**config.mk**
```make
export PLATFORM = sky130hd
export DESIGN_NAME = fifo_wptr_full
export DESIGN_NICKNAME = d
export VERILOG_FILES = /design/src/rtl/fifo_wptr_full.sv
export SDC_FILE = /design/constraint.sdc
export NUM_CORES = 1
export LEC_CHECK = 0
export ABC_AREA = 1
export CORE_MARGIN = 1
export CORE_UTILIZATION = 50
export CTS_BUF_LIST = sky130_fd_sc_hd__clkbuf_8
export DETAILED_ROUTE_END_ITERATION = 6
export PLACE_DENSITY = 0.89
export SLEW_MARGIN = 5
export SYNTH_ARGS = -nofsm -noshare
export SYNTH_HDL_FRONTEND = slang
export SYNTH_SLANG_ARGS = --single-unit
```
**constraint.sdc**
```tcl
create_clock -name clk -period 3.4 [get_ports clk]
set_clock_uncertainty 0.2 [all_clocks]
set_input_delay 0.68 -clock clk [delete_from_list [all_inputs] [get_ports clk]]
set_output_delay 0.68 -clock clk [all_outputs]
set_load 0.05 [all_outputs]
```
**src/rtl/fifo_wptr_full.sv**
```systemverilog
// Write-side pointer logic for a dual-clock FIFO: binary/Gray write counter,
// read-pointer synchroniser, registered full flag and write-side occupancy.
module fifo_wptr_full #(
    parameter int ASIZE       = 4,
    parameter int SYNC_STAGES = 2
) (
    input  logic             clk,
    input  logic             rst_n,
    input  logic             winc,
    input  logic [ASIZE:0]   rptr_gray,
    output logic [ASIZE-1:0] waddr,
    output logic [ASIZE:0]   wptr_gray,
    output logic             wfull,
    output logic [ASIZE:0]   wcount
);

    logic [ASIZE:0] wbin_reg;
    logic [ASIZE:0] wgray_reg;
    logic           wfull_reg;
    logic [ASIZE:0] sync_reg [SYNC_STAGES];

    logic [ASIZE:0] wbin_next;
    logic [ASIZE:0] wgray_next;
    logic [ASIZE:0] rq_gray;
    logic [ASIZE:0] rq_bin;
    logic [ASIZE:0] full_gray;
    logic           wen;

    // Uses the registered flag, so a write on the edge where wfull drops is still refused.
    assign wen        = winc & ~wfull_reg;
    assign wbin_next  = wbin_reg + {{ASIZE{1'b0}}, wen};
    assign wgray_next = (wbin_next >> 1) ^ wbin_next;

    assign rq_gray   = sync_reg[SYNC_STAGES-1];
    assign full_gray = {~rq_gray[ASIZE:ASIZE-1], rq_gray[ASIZE-2:0]};

    // Gray-to-binary: each binary bit is the XOR of all Gray bits at or above it.
    assign rq_bin[ASIZE] = rq_gray[ASIZE];
    genvar gi;
    generate
        for (gi = ASIZE - 1; gi >= 0; gi--) begin : g_g2b
            assign rq_bin[gi] = rq_bin[gi+1] ^ rq_gray[gi];
        end
    endgenerate

    always_ff @(posedge clk or negedge rst_n) begin
        if (!rst_n) begin
            for (int i = 0; i < SYNC_STAGES; i++) begin
                sync_reg[i] <= '0;
            end
        end else begin
            sync_reg[0] <= rptr_gray;
            for (int i = 1; i < SYNC_STAGES; i++) begin
                sync_reg[i] <= sync_reg[i-1];
            end
        end
    end

    always_ff @(posedge clk or negedge rst_n) begin
        if (!rst_n) begin
            wbin_reg  <= '0;
            wgray_reg <= '0;
            wfull_reg <= 1'b0;
        end else begin
            wbin_reg  <= wbin_next;
            wgray_reg <= wgray_next;
            wfull_reg <= (wgray_next == full_gray);
        end
    end

    assign waddr     = wbin_reg[ASIZE-1:0];
    assign wptr_gray = wgray_reg;
    assign wfull     = wfull_reg;
    assign wcount    = wbin_reg - rq_bin;

endmodule

```
After elaboration in Yosys (flattened, before gate mapping) --
Cells that the tools add are included.
Operators by class: bitwise gates (word level) 8, add/subtract/negate cells 2, equality and inequality tests 1
Operators with widths (number):
- adder 5 x 1 -> 5 bit | 1
- equality test 5 bit | 1
- subtractor 5 bit | 1
- bitwise XOR 4 x 5 -> 5 bit | 1
- bitwise XOR 1 bit | 4
- inverter 2 bit | 1
- bitwise AND 1 bit | 1
- inverter 1 bit | 1
Word-level totals: bits of input ports 8, word-level logic and storage cells 16, bits in registers 21, output and inout bits 15

Longest topological paths before layout --
word-level depth 5, depth in mapped cells 13

Least setup slack after synthesis --
Ideal clock, no wire load.
path kind flip-flop to output port, start register sync_reg (netlist bit rq_gray[3]), end output wcount[2], required time 2.520 ns, path buffers 0, setup slack 0.166 ns, arrival 2.354 ns, cell stages (with the launch flop) 12, cells stage by stage dfrtp_1 -> inv_1 -> nand2_1 -> nand2_2 -> xor2_1 -> nand2_1 -> nand2_1 -> nand2_1 -> nand2_1 -> ha_1 -> fa_1 -> xnor2_1
Between the ends: word-level cells in the longest chain between the ends 5
Ends and longest elaborated chain:
- from (decl) | line 20 | logic [ASIZE:0] sync_reg [SYNC_STAGES];
- from (signal, indexed assignment) | line 54 | sync_reg[i] <= sync_reg[i-1];
- bitwise XOR 1 bit * (2 in a row) | line 42 | assign rq_bin[gi] = rq_bin[gi+1] ^ rq_gray[gi];
- bitwise XOR 1 bit (2 in a row) | line 42
- subtractor 5 bit * | line 74 | assign wcount = wbin_reg - rq_bin;
- to (decl) | line 14 | output logic [ASIZE:0] wcount
Every way passes the cells marked *; elsewhere a longest branch is shown, timed or not.

Worst setup path in the final report --
start register sync_reg (netlist bit rq_gray[4]), end output wcount[4]
Between the ends: word-level cells in the longest chain between the ends 5
Ends and longest elaborated chain (line):
- bitwise XOR 1 bit (4 in a row) | 42
- subtractor 5 bit * | 74
Marked as above.

==> summary.md <==
| Metric | Value |
|---|---|
| Starting Density | `53.2%` |
| Crit Path Max Fanout | `3` |
| Layout cell share with drive strength beyond 1 | `about a fifth` |
| Vias in the first global route | `844` |
| Met2 wire length | `1250 µm` |
| Worst hold path class | `flip-flop to flip-flop` |
| Die ar. | `2270 µm²` |
| Synth-to-Final Area Change | `40.0%` |
| Number of nets with antenna violations after routing | `0` |
| Largest cells by area after synthesis | `dfrtp_1 48%, nand2_1 17%, ha_1 7.2%` |
| Final non-filler cell total | `181` |
| Core footprint | `1960 µm²` |
| Fill count | `143` |
| Hold path start | `sync_reg[6]$_DFF_PN0_` |
| Top cells by count, synth | `47 x nand2_1, 20 x dfrtp_1, 17 x inv_1, 13 x nand3_1` |
| Synth cell types | `16` |
| Most common cell in the netlist | `nand2_1` |
| Worst EP required | `2520 ps` |
| Antenna cells | `0` |
| CP endpoint kind | `primary output` |
| I/O pins | `23` |
| Area leader, netlist | `dfrtp_1` |
| Num rows | `16` |
| Syn_area_per_cell | `8.22 µm²` |
| Tot GR Track Use | `between 20% and 30%` |
| Syn Std Cell Area | `1040 µm²` |
| Hold worst-path end | `rq_gray[1]$_DFF_PN0_` |
| Num CTS Buffers | `3` |
| Design Area, Final | `1460 µm²` |
| DRT Wirelength | `2280 µm` |
| Mux share of post-synthesis cell area | `0%` |
| Placer Congestion | `0.838` |
| Top FF cell, synth | `dfrtp_1` |
| Root Driver | `clkbuf_8` |
| Worst-margin pin slew | `876 ps` |
| Max_cap viols | `0` |
| Final setup vio count | `0` |
| Critical Path Start Type | `flip-flop` |
| Met1 WL | `933 µm` |
| Inst Count DP | `176` |
| Worst R2R Setup Slack | `1360 ps` |
| Clock Tree Buf Depth | `2` |
| WHS Path Cells | `0` |
| #FFs+latches synth | `20` |
| Fmax | `300 MHz` |
| Compound-Gate Fraction of Synth Area | `1.92%` |
| Synth top area share | `48.0%` |
| CTS Hold Bufs | `0` |
| Period minus WS final | `3330 ps` |
| Port Buffers | `22` |
| Pre-antenna DRT Iters | `4` |
| Vias | `916` |
| Synth Area in Adders | `9.11%` |
| Critical path arrival | `2450 ps` |
| Top Layer Used | `met4` |
| DR iter-0 viols | `12` |
| Reg2reg end | `wfull$_DFF_PN0_` |
| Die Height | `47.7 µm` |
| Async SR Flop Fraction | `100%` |
| Worst skew pair latency | `250 ps` |
| First-pass GRT wire length | `3280 µm` |
| Gr ovfl total | `0` |
| DRC Markers | `0` |
| EDFF count, synth | `0` |
| CTS tree | `built` |
| Final hold vios | `0` |
| Max Transition Viols Final | `0` |
| Worst relative slew slack | `41.4%` |
| Largest family of logic cells by synthesized area | `simple AND/OR/NAND/NOR gates` |
| Metal3 WL | `48 µm` |
| DIE WIDTH | `47.7 µm` |
| TritonCTS sink count | `20` |
| Wire length per cell | `12.6 µm` |
| Largest net degree at the start of global routing | `21` |
| Fin crit share | `a little over nine tenths` |
| Hpwl dp | `approximately 1700 µm` |
| Syn Inst Count | `roughly 130` |
| Worst R2R Path Depth | `11` |
| Sequential element share of the synthesized area | `a little under half` |
| Post-Syn Nets | `between 100 and 150` |
| Final nets | `170` |
| H-tree Lvls | `1` |
| Synth Area in Simple Gates | `between 20 and 30%` |
| Status | `completed` |
| RR Startpoint | `wbin_reg[0]$_DFF_PN0_` |
| Post-synthesis xor/xnor area fraction | `4.20%` |
| YS warnings | `0` |
| Via density | `between 5 and 6` |
| Worst setup path class | `flip-flop to primary output` |
| Cell Area, Placed | `between 1000 and 1500 µm²` |
| Clock slew at reported path FFs | `70 ps` |
| Antenna violations before repair | `0` |
-- worst max-delay path, stage by stage (launching register included) --
cell and delay, ps:
dfrtp_1 390, inv_2 60, nand2_2 90, nand2_4 80
xor2_1 160, nand2_1 70, nand2_1 80, nand2_1 70
nand2_1 50, ha_2 180, fa_2 380, o21ai_2 140
xnor2_1 140, bufbuf_16 300
-- stage by stage --
step                hold WS [ps]  utilization (%)  setup slack (ps)  TNS [ps]
finish                       157             74.5              70.5         0
global placement             132             67.5               340         0
CTS                          156             71.1              1.03         0
detailed placement           139             67.5               265         0
floorplan                    131                -               166         0
global route                 167             74.5             -51.6     -51.6
-- placed cells by master (no fill, tap or decap), drive strengths merged --
cell / synthesis / final
fa: 1 / 1
inv: 18 / 18
o21ai: 2 / 2
bufinv: 0 / 1
a21oi: 2 / 2
clkbuf: 0 / 3
xor2: 3 / 3
nand2: 53 / 53
dlygate4sd2: 0 / 1
xnor2: 2 / 2
bufbuf: 0 / 1
clkdlybuf4s50: 0 / 17
nand3: 14 / 14
ha: 6 / 6
nand4: 2 / 2
clkinv: 1 / 1
buf: 0 / 4
nor2: 3 / 3
dfrtp: 20 / 20
-- logic make-up (layout without fill, tap and decap cells) --
family	count (synthesis)	in the layout
simple gates	72	72
flops	20	20
xor+xnor	5	5
compound gates	4	4
buf+inv	19	46
fa+ha+maj	7	7
-- area by class of cell --
cell class	count	area [µm²]	share of cell area, %
multi-input combinational	88	517	35.4
sequential	20	502	34.3
timing repair buffer	23	267	18.2
inverter	19	71.3	4.88
clock buffer	3	41.3	2.83
tap	27	33.8	2.31
clock inverter	1	30.0	2.05
-- metal layers --
| metal | track usage, % | up-vias |
|---|---|---|
| met5 | 0 | - |
| met4 | 11.7 | 0 |
| met3 | 3.77 | 4 |
| met2 | 39.5 | 19 |
| met1 | 22.2 | 446 |
| li1 | - | 447 |
-- worst max path at each step --
stage	from	end	slack (ps)	cells past startpoint
floorplan	rq_gray[3]$_DFF_PN0_	wcount[2]	170	11
global placement	rq_gray[4]$_DFF_PN0_	wcount[0]	340	11
detailed placement	rq_gray[4]$_DFF_PN0_	wcount[0]	270	11
CTS	rq_gray[4]$_DFF_PN0_	wcount[4]	1	13
global route	rq_gray[4]$_DFF_PN0_	wcount[4]	-50	13
finish	rq_gray[4]$_DFF_PN0_	wcount[4]	70	13
-- timing repair --
item,in CTS,in global routing
gates resized for setup,1,16
pin swaps,0,8
buffers inserted,0,1
endpoints found under the setup margin,1,2
Power is left out: the tool's default activity adds up to more than one toggle a clock period on the data nets, which glitch-free logic cannot reach.
